### src/rtl/apb_parity_regblock.sv
// APB4 slave holding ten identical 32-bit R/W registers, each split into three
// parity-protected fields; parity_error flags any field that disagrees with its stored parity.
module apb_parity_regblock #(
    parameter int ADDR_WIDTH = 13
) (
    input  logic                  clk,
    input  logic                  rst,
    output logic                  parity_error,
    input  logic                  s_apb_psel,
    input  logic                  s_apb_penable,
    input  logic                  s_apb_pwrite,
    input  logic [2:0]            s_apb_pprot,
    input  logic [ADDR_WIDTH-1:0] s_apb_paddr,
    input  logic [31:0]           s_apb_pwdata,
    input  logic [3:0]            s_apb_pstrb,
    output logic                  s_apb_pready,
    output logic [31:0]           s_apb_prdata,
    output logic                  s_apb_pslverr
);

    localparam int NUM_REGS = 10;
    localparam int IDX_W    = 4;

    logic [ADDR_WIDTH-1:0] word_addr;
    logic                  hit;
    logic [IDX_W-1:0]      idx;
    logic                  access;
    logic                  wr_en;
    logic [31:0]           rd_value;
    logic [31:0]           reg_value [NUM_REGS];
    logic [NUM_REGS-1:0]   reg_perr;

    assign word_addr = {s_apb_paddr[ADDR_WIDTH-1:2], 2'b00};

    // Register index: r1 -> 0, r2[0..7] -> 1..8, r3 -> 9.
    always_comb begin
        // NOTE: every output of a combinational block gets a default first, so no path infers a latch.
        hit = 1'b0;
        idx = '0;
        if (word_addr == ADDR_WIDTH'('h0000)) begin
            hit = 1'b1;
            idx = IDX_W'(0);
        end else if (word_addr >= ADDR_WIDTH'('h1000) && word_addr <= ADDR_WIDTH'('h101C)) begin
            hit = 1'b1;
            idx = IDX_W'(1) + IDX_W'(word_addr[4:2]);
        end else if (word_addr == ADDR_WIDTH'('h1FFC)) begin
            hit = 1'b1;
            idx = IDX_W'(9);
        end
    end

    // Gating with rst keeps the bus outputs quiet while reset is asserted.
    assign access = rst & s_apb_psel & s_apb_penable;
    assign wr_en  = access & s_apb_pwrite & hit;

    for (genvar i = 0; i < NUM_REGS; i++) begin : g_reg
        logic [15:0] f1;
        logic [15:0] f1_next;
        logic [7:0]  f2;
        logic        f3;
        logic        p1;
        logic        p2;
        logic        p3;
        logic        sel;

        assign sel     = wr_en && (idx == IDX_W'(i));
        assign f1_next = {s_apb_pstrb[1] ? s_apb_pwdata[15:8] : f1[15:8],
                          s_apb_pstrb[0] ? s_apb_pwdata[7:0]  : f1[7:0]};

        always_ff @(posedge clk or negedge rst) begin
            // NOTE: data and parity reset together so the all-zero state is parity-consistent.
            if (!rst) begin
                f1 <= '0;
                f2 <= '0;
                f3 <= 1'b0;
                p1 <= 1'b0;
                p2 <= 1'b0;
                p3 <= 1'b0;
            end else if (sel) begin
                // NOTE: sequential state uses non-blocking assignments so every flop samples pre-edge values.
                if (|s_apb_pstrb[1:0]) begin
                    f1 <= f1_next;
                    p1 <= ^f1_next;
                end
                if (s_apb_pstrb[2]) begin
                    f2 <= s_apb_pwdata[23:16];
                    p2 <= ^s_apb_pwdata[23:16];
                end
                if (s_apb_pstrb[3]) begin
                    f3 <= s_apb_pwdata[24];
                    p3 <= s_apb_pwdata[24];
                end
            end
        end

        assign reg_value[i] = {7'b0, f3, f2, f1};
        assign reg_perr[i]  = ((^f1) != p1) | ((^f2) != p2) | (f3 != p3);
    end

    always_comb begin
        rd_value = '0;
        for (int i = 0; i < NUM_REGS; i++) begin
            if (idx == IDX_W'(i)) rd_value = reg_value[i];
        end
    end

    assign s_apb_pready  = access;
    assign s_apb_prdata  = (access && hit && !s_apb_pwrite) ? rd_value : 32'h0;
    assign s_apb_pslverr = 1'b0;
    assign parity_error  = |reg_perr;

    logic unused_ok;
    assign unused_ok = &{1'b0, s_apb_pprot, s_apb_paddr[1:0], s_apb_pwdata[31:25]};

endmodule

### config.mk
export PLATFORM = sky130hd
export DESIGN_NAME = apb_parity_regblock
export DESIGN_NICKNAME = d
export VERILOG_FILES = /design/src/rtl/apb_parity_regblock.sv
export SDC_FILE = /design/constraint.sdc
export NUM_CORES = 1
export LEC_CHECK = 0
export CAP_MARGIN = 25
export CORE_ASPECT_RATIO = 0.6
export CORE_MARGIN = 2
export CORE_UTILIZATION = 45
export CTS_BUF_LIST = sky130_fd_sc_hd__clkbuf_16
export DETAILED_ROUTE_END_ITERATION = 8
export SYNTH_ARGS = -nofsm -noshare
export SYNTH_HDL_FRONTEND = slang
export SYNTH_SLANG_ARGS = --single-unit
export TNS_END_PERCENT = 30
### constraint.sdc
create_clock -name clk -period 4 [get_ports clk]
set_clock_uncertainty 0.1 [all_clocks]
set_input_delay 0.6 -clock clk [delete_from_list [all_inputs] [get_ports clk]]
set_output_delay 0.6 -clock clk [all_outputs]
set_load 0.005 [all_outputs]
-- Word level (Yosys, flattened, before mapping)
Cells that the tools add are included.
- output and inout port bits: 35
- logic and storage cells: 213
- memories kept: 0
- bits of input ports: 57
- latch bits: 0
- ROM bits: 0
- bits in writable memories: 0
- flip-flop bits (word level): 270
- div/mod/pow operators: 0
- multipliers: 0
- add/sub/neg operators: 1
- shift-type cells: 0
- order comparisons: 2
- equal/unequal tests: 30
- multiplexer cells: 37
- reductions and logical operators: 79
- bitwise gates (word level): 14
- operators with widths (cell ; number):
    32-bit two-way mux ; 10
    16-bit parity ; 20
    8-bit two-way mux ; 20
    8-bit parity ; 11
    2-bit AND reduction ; 30
    25-bit two-way mux ; 1
    1-bit inequality test ; 20
    4-bit by 3-bit equality test with 1-bit output, second input constant ; 4
    13-bit >= comparator, second input constant ; 1
    13-bit <= comparator, second input constant ; 1
    1-bit logical AND ; 13
    13-bit logical NOT ; 1
    4-bit two-way mux ; 3
    11-bit equality test, second input constant ; 1
    1-bit OR ; 10
    10-bit OR reduction ; 1
    4-bit by 2-bit equality test with 1-bit output, second input constant ; 2
    4-bit equality test, second input constant ; 2
    1-bit by 3-bit adder with 4-bit output, first input constant ; 1
    1-bit bitwise AND ; 4
    4-bit by 1-bit equality test with 1-bit output, second input constant ; 1
    4-bit logical NOT ; 1
    1-bit two-way mux ; 3
    2-bit OR reduction ; 1
    1-bit logical NOT ; 1

-- Depth between registers and ports, before layout
- depth in word-level cells: 16
- gate-level depth with buffers: 13
- mapped depth without buffers: 9

-- Least setup slack after synthesis
Ideal clock, no wire load.
- path type: input -> output
- from: in s_apb_paddr[2]
- to: out s_apb_prdata[15]
- buffers on the path: 4
- setup slack: 380 ps
- required time: 3300 ps
- arrival time: 2920 ps
- cell stages on the path: 12
- path through: ha_1 buf_2 nand2_1 or4_1 buf_2 a32o_1 buf_4 buf_4 a221o_1 o211ai_1 nand4_1 a22o_1
- cells in the longest elaborated chain, start to end: 16
- elaborated cells on any way between the ends: 35
- those cells by class: add/sub (1); order compare (2); eq/ne (10); mux (17); reduce/logical (5)
- ends and longest elaborated chain (element ; RTL line ; RTL):
    start: declaration ; 13 ; input logic [ADDR_WIDTH-1:0] s_apb_paddr,
    13-bit >= comparator, or another cell as far along ; 43 ; end else if (word_addr >= ADDR_WIDTH'('h1000) && word_addr <= ADDR_WIDTH'('h101C)) begin
    1-bit logical AND / 4-bit two-way mux (equally long branches) ; 43, 46 ;
    4-bit two-way mux ; 43 ;
    4-bit two-way mux ; 40 ; if (word_addr == ADDR_WIDTH'('h0000)) begin
    4-bit logical NOT ; 103 ; if (idx == IDX_W'(i)) rd_value = reg_value[i];
    25-bit two-way mux ; 103 ;
    32-bit two-way mux (9 in series) ; 103 ;
    32-bit two-way mux (*) ; 108 ; assign s_apb_prdata = (access && hit && !s_apb_pwrite) ? rd_value : 32'h0;
    end: declaration ; 17 ; output logic [31:0] s_apb_prdata,
Mark *: on every way between the ends. The rest lies on a longest branch, timed or not.

-- Worst setup path after layout
- from: in s_apb_paddr[4]
- to: out s_apb_prdata[14]
The elaborated chain is that of the path after synthesis.

==> flow_metrics.tcl <==
set metrics [dict create \
    finalNonFillerCells 2099 \
    cts_hold_repair.buffers 0 \
    drive_above_1_share_pct 36.3 \
    dp_hpwl_um 37300 \
    grt_max_degree 167 \
    cts_root_buf "clkbuf_16" \
    global_route.peak_usage_layer "met1" \
    seq_area_frac_synth_pct 43.6 \
    highest_ir_drop_seen_on_vdd_mv 0.299 \
    worst-path-max-fanout 7 \
    netlist_area_mm2 0.0155 \
    grt_util_met3_pct 6.48 \
    setup_crit_end_kind "output port" \
    post_synth_inst_count 1402 \
    power_per_cell_area_mw_per_mm2 297 \
    hold_path.class "primary input to asynchronous set/reset pin" \
    start_kind "primary input" \
    number_of_antenna_violations_at_the_first_check_in_global_routing 0 \
    clkTransAtPathRegs_ns 0.06 \
    grt_first_pass_wirelength_um 77000 \
    clock_tree.buffer_depth 3 \
    layout_min_cycle_time_ns 3.96 \
    drv.max_cap_violation_count 0 \
    total_power_consumption_of_the_routed_design_mw 5.74 \
    gpl.final_weighted_congestion 0.914 \
    synth_ff_type "dfrtp_1" \
    routed_via_density 5.87 \
    io-pin-count 92 \
    setup-violations-final 0 \
    overflow 0 \
    area_delta_synth_final_pct 24.7 \
    drv_slew 0 \
    arrival_time_of_data_at_the_critical_path_endpoint_ns 3.26 \
    cp.required_ns 3.30 \
    drc 1 \
    routing_usage_on_met1_pct 43.7 \
    place_inst 2020 \
    vias_in_the_first_global_route 12000 \
    route.detailed.wl_per_inst_um 24.2 \
    run_status "finished with violations" \
    violations "DRC" \
    synth.distinct_cells 57 \
    timing_hold_violations_final 0 \
    cts_sinks 270 \
    grt_setup_unrepaired "true" \
    floorplan.core_area_mm2 0.0338 \
    detailedRoute.firstIterationViolations 1137 \
    synth_enable_flop_cells 0 \
    timing.fmax_ghz 0.253 \
    cts.htree.levels 1 \
    cts_tree "yes" \
    slew_headroom_pct 27.7 \
    synth-seq-cells 270 \
    first_pass_iters 9 \
    p_leak_nw 8.75 \
    fin_crit_sh_pct 99.0 \
    clk_latency_ns 0.57 \
    totalWireLength_um 50700 \
    num-nets-final 1676 \
    die-width_um 244 \
    initial_core_util_pct 45.8 \
    vias 12300 \
    worst_pin_slew_ns 1.08 \
    setup_tns_ns 0 \
    grt_util_all_layers_pct 28.4 \
    synth.avg_cell_area_um2 11.1 \
    type_of_the_worst_setup_path "primary input to output port" \
    grt.met2_usage_pct 40.8 \
    asyncSetResetFlopFracSynth_pct 100 \
    inserted_clock_buffers 28 \
    fp-row-count 52 \
    die-area_mm2 0.0360 \
    portBuffers 71 \
    chipHeight_um 148 \
    post_drt_antenna_nets 0 \
    yosysWarningCount 0 \
]
-- synthesized netlist by cell type, types with 10 or more instances --
cell type / number / area (um^2)
a21oi_1: 23 / 115
o211ai_1: 19 / 143
a221o_1: 16 / 160
a31oi_1: 16 / 100
o22ai_1: 11 / 68.8
nor3_1: 23 / 115
o21ai_0: 81 / 405
xnor2_1: 256 / 2240
buf_2: 10 / 50.1
dfrtp_1: 270 / 6760
xor2_1: 30 / 263
nand2_2: 29 / 181
nand2_1: 112 / 420
buf_4: 13 / 97.6
clkbuf_1: 57 / 214
nand4_1: 21 / 131
nor2_1: 31 / 116
mux2_2: 255 / 2870
a22o_1: 14 / 123
a222oi_1: 18 / 180
-- per-layer routing --
layer  wire length [um]  vias to the layer above  share of wire, %
met5                  0                        -                 0
met4               1030                        0               2.0
li1                   -                     5442                 -
met3               4600                       79               9.1
met2              21100                      507                42
met1              24000                     6287                47
-- sequential cells by signal (all words and copies together), names as in the netlist --
signal,cells
g.f2,80
g.p3,9
g.f1,160
g.p1,10
g.f3,1
g.p2,10
-- kinds of logic after synthesis --
kind of cell	share of synthesized area [%]
AOI/OAI and AO/OA	10.5
buffers and inverters	2.60
muxes	18.6
and+or+nand+nor	8.35
xor gates and xnor gates	16.2
DFF	43.6
other	0.0242
adders and majority gates	0.161
-- through the flow --
step                cell area, um^2  hold WS, ns  setup slack [ns]  utilization [%]
detailed placement            17900        0.391            -0.754             52.8
floorplan                     15500        0.204             0.380                -
global route                  19300       0.0260           -0.0449             57.1
global placement              17900        0.383            -0.728             52.8
CTS                           19200      0.00585           -0.0641             56.7
finish                        19300      0.00536            0.0403             57.1
-- cell usage in the layout (no fill, tap or decap), types with 17 or more instances in the layout --
| cell type | instances |
|---|---|
| clkbuf_16 | 29 |
| a222oi_1 | 18 |
| nor2_1 | 24 |
| buf_4 | 158 |
| clkdlybuf4s50_1 | 35 |
| buf_6 | 17 |
| dfrtp_1 | 270 |
| buf_12 | 17 |
| nand2_2 | 35 |
| o21ai_0 | 75 |
| o211ai_1 | 19 |
| xnor2_1 | 254 |
| dlygate4sd2_1 | 20 |
| nand4_1 | 21 |
| nor3_1 | 19 |
| xor2_1 | 28 |
| nand2_1 | 105 |
| mux2_2 | 255 |
| a21oi_1 | 18 |
-- area by class of cell --
class,count,area (um^2)
diodes,1,2.50
clock buffers,29,726
clock inverters,23,145
fillers,2912,14500
inverters,5,18.8
multi-input cells,1050,8710
flip-flops and latches,270,6760
well taps,459,574
repair buffers,262,2390
-- critical path: stages --
cell and delay, ns:
clkdlybuf4s15_1 0.23, nand2_2 0.10, or4_4 0.57, buf_4 0.16, buf_6 0.13, a2111oi_4 0.35, buf_6 0.17, a21oi_1 0.07
o21ai_1 0.10, a21oi_2 0.07, o21ai_2 0.17, clkdlybuf4s50_1 0.52
-- power by group --
group / switching [mW] / internal [mW]
registers: 0.00145 / 2.73
clock network: 1.16 / 1.38
logic: 0.291 / 0.173
-- path summary, 6_finish.rpt --
check | start | to | slack [ns] | cells after the start
max in group asynchronous | rst | g_reg[3].f2[1]$_DFFE_PN0P_ | 2.41 | 3
worst min-delay path | rst | g_reg[9].f1[4]$_DFFE_PN0P_ | 0.005 | 2
min in group clk | g_reg[3].p2$_DFFE_PN0P_ | g_reg[3].p2$_DFFE_PN0P_ | 0.40 | 2
worst max-delay path | s_apb_paddr[4] | s_apb_prdata[14] | 0.04 | 12
worst max register to register | g_reg[3].f1[14]$_DFFE_PN0P_ | g_reg[3].p1$_DFFE_PN0P_ | 2.04 | 6
worst min register to register | g_reg[3].p2$_DFFE_PN0P_ | g_reg[3].p2$_DFFE_PN0P_ | 0.40 | 2
-- what timing repair did --
action,4_1_cts,5_1_grt
endpoints found under the setup margin,26,23
pin swaps,42,13
cloned,3,0
gates resized for setup,126,34
setup buffers,13,10
Note: power is estimated with default switching activity, not from simulation.
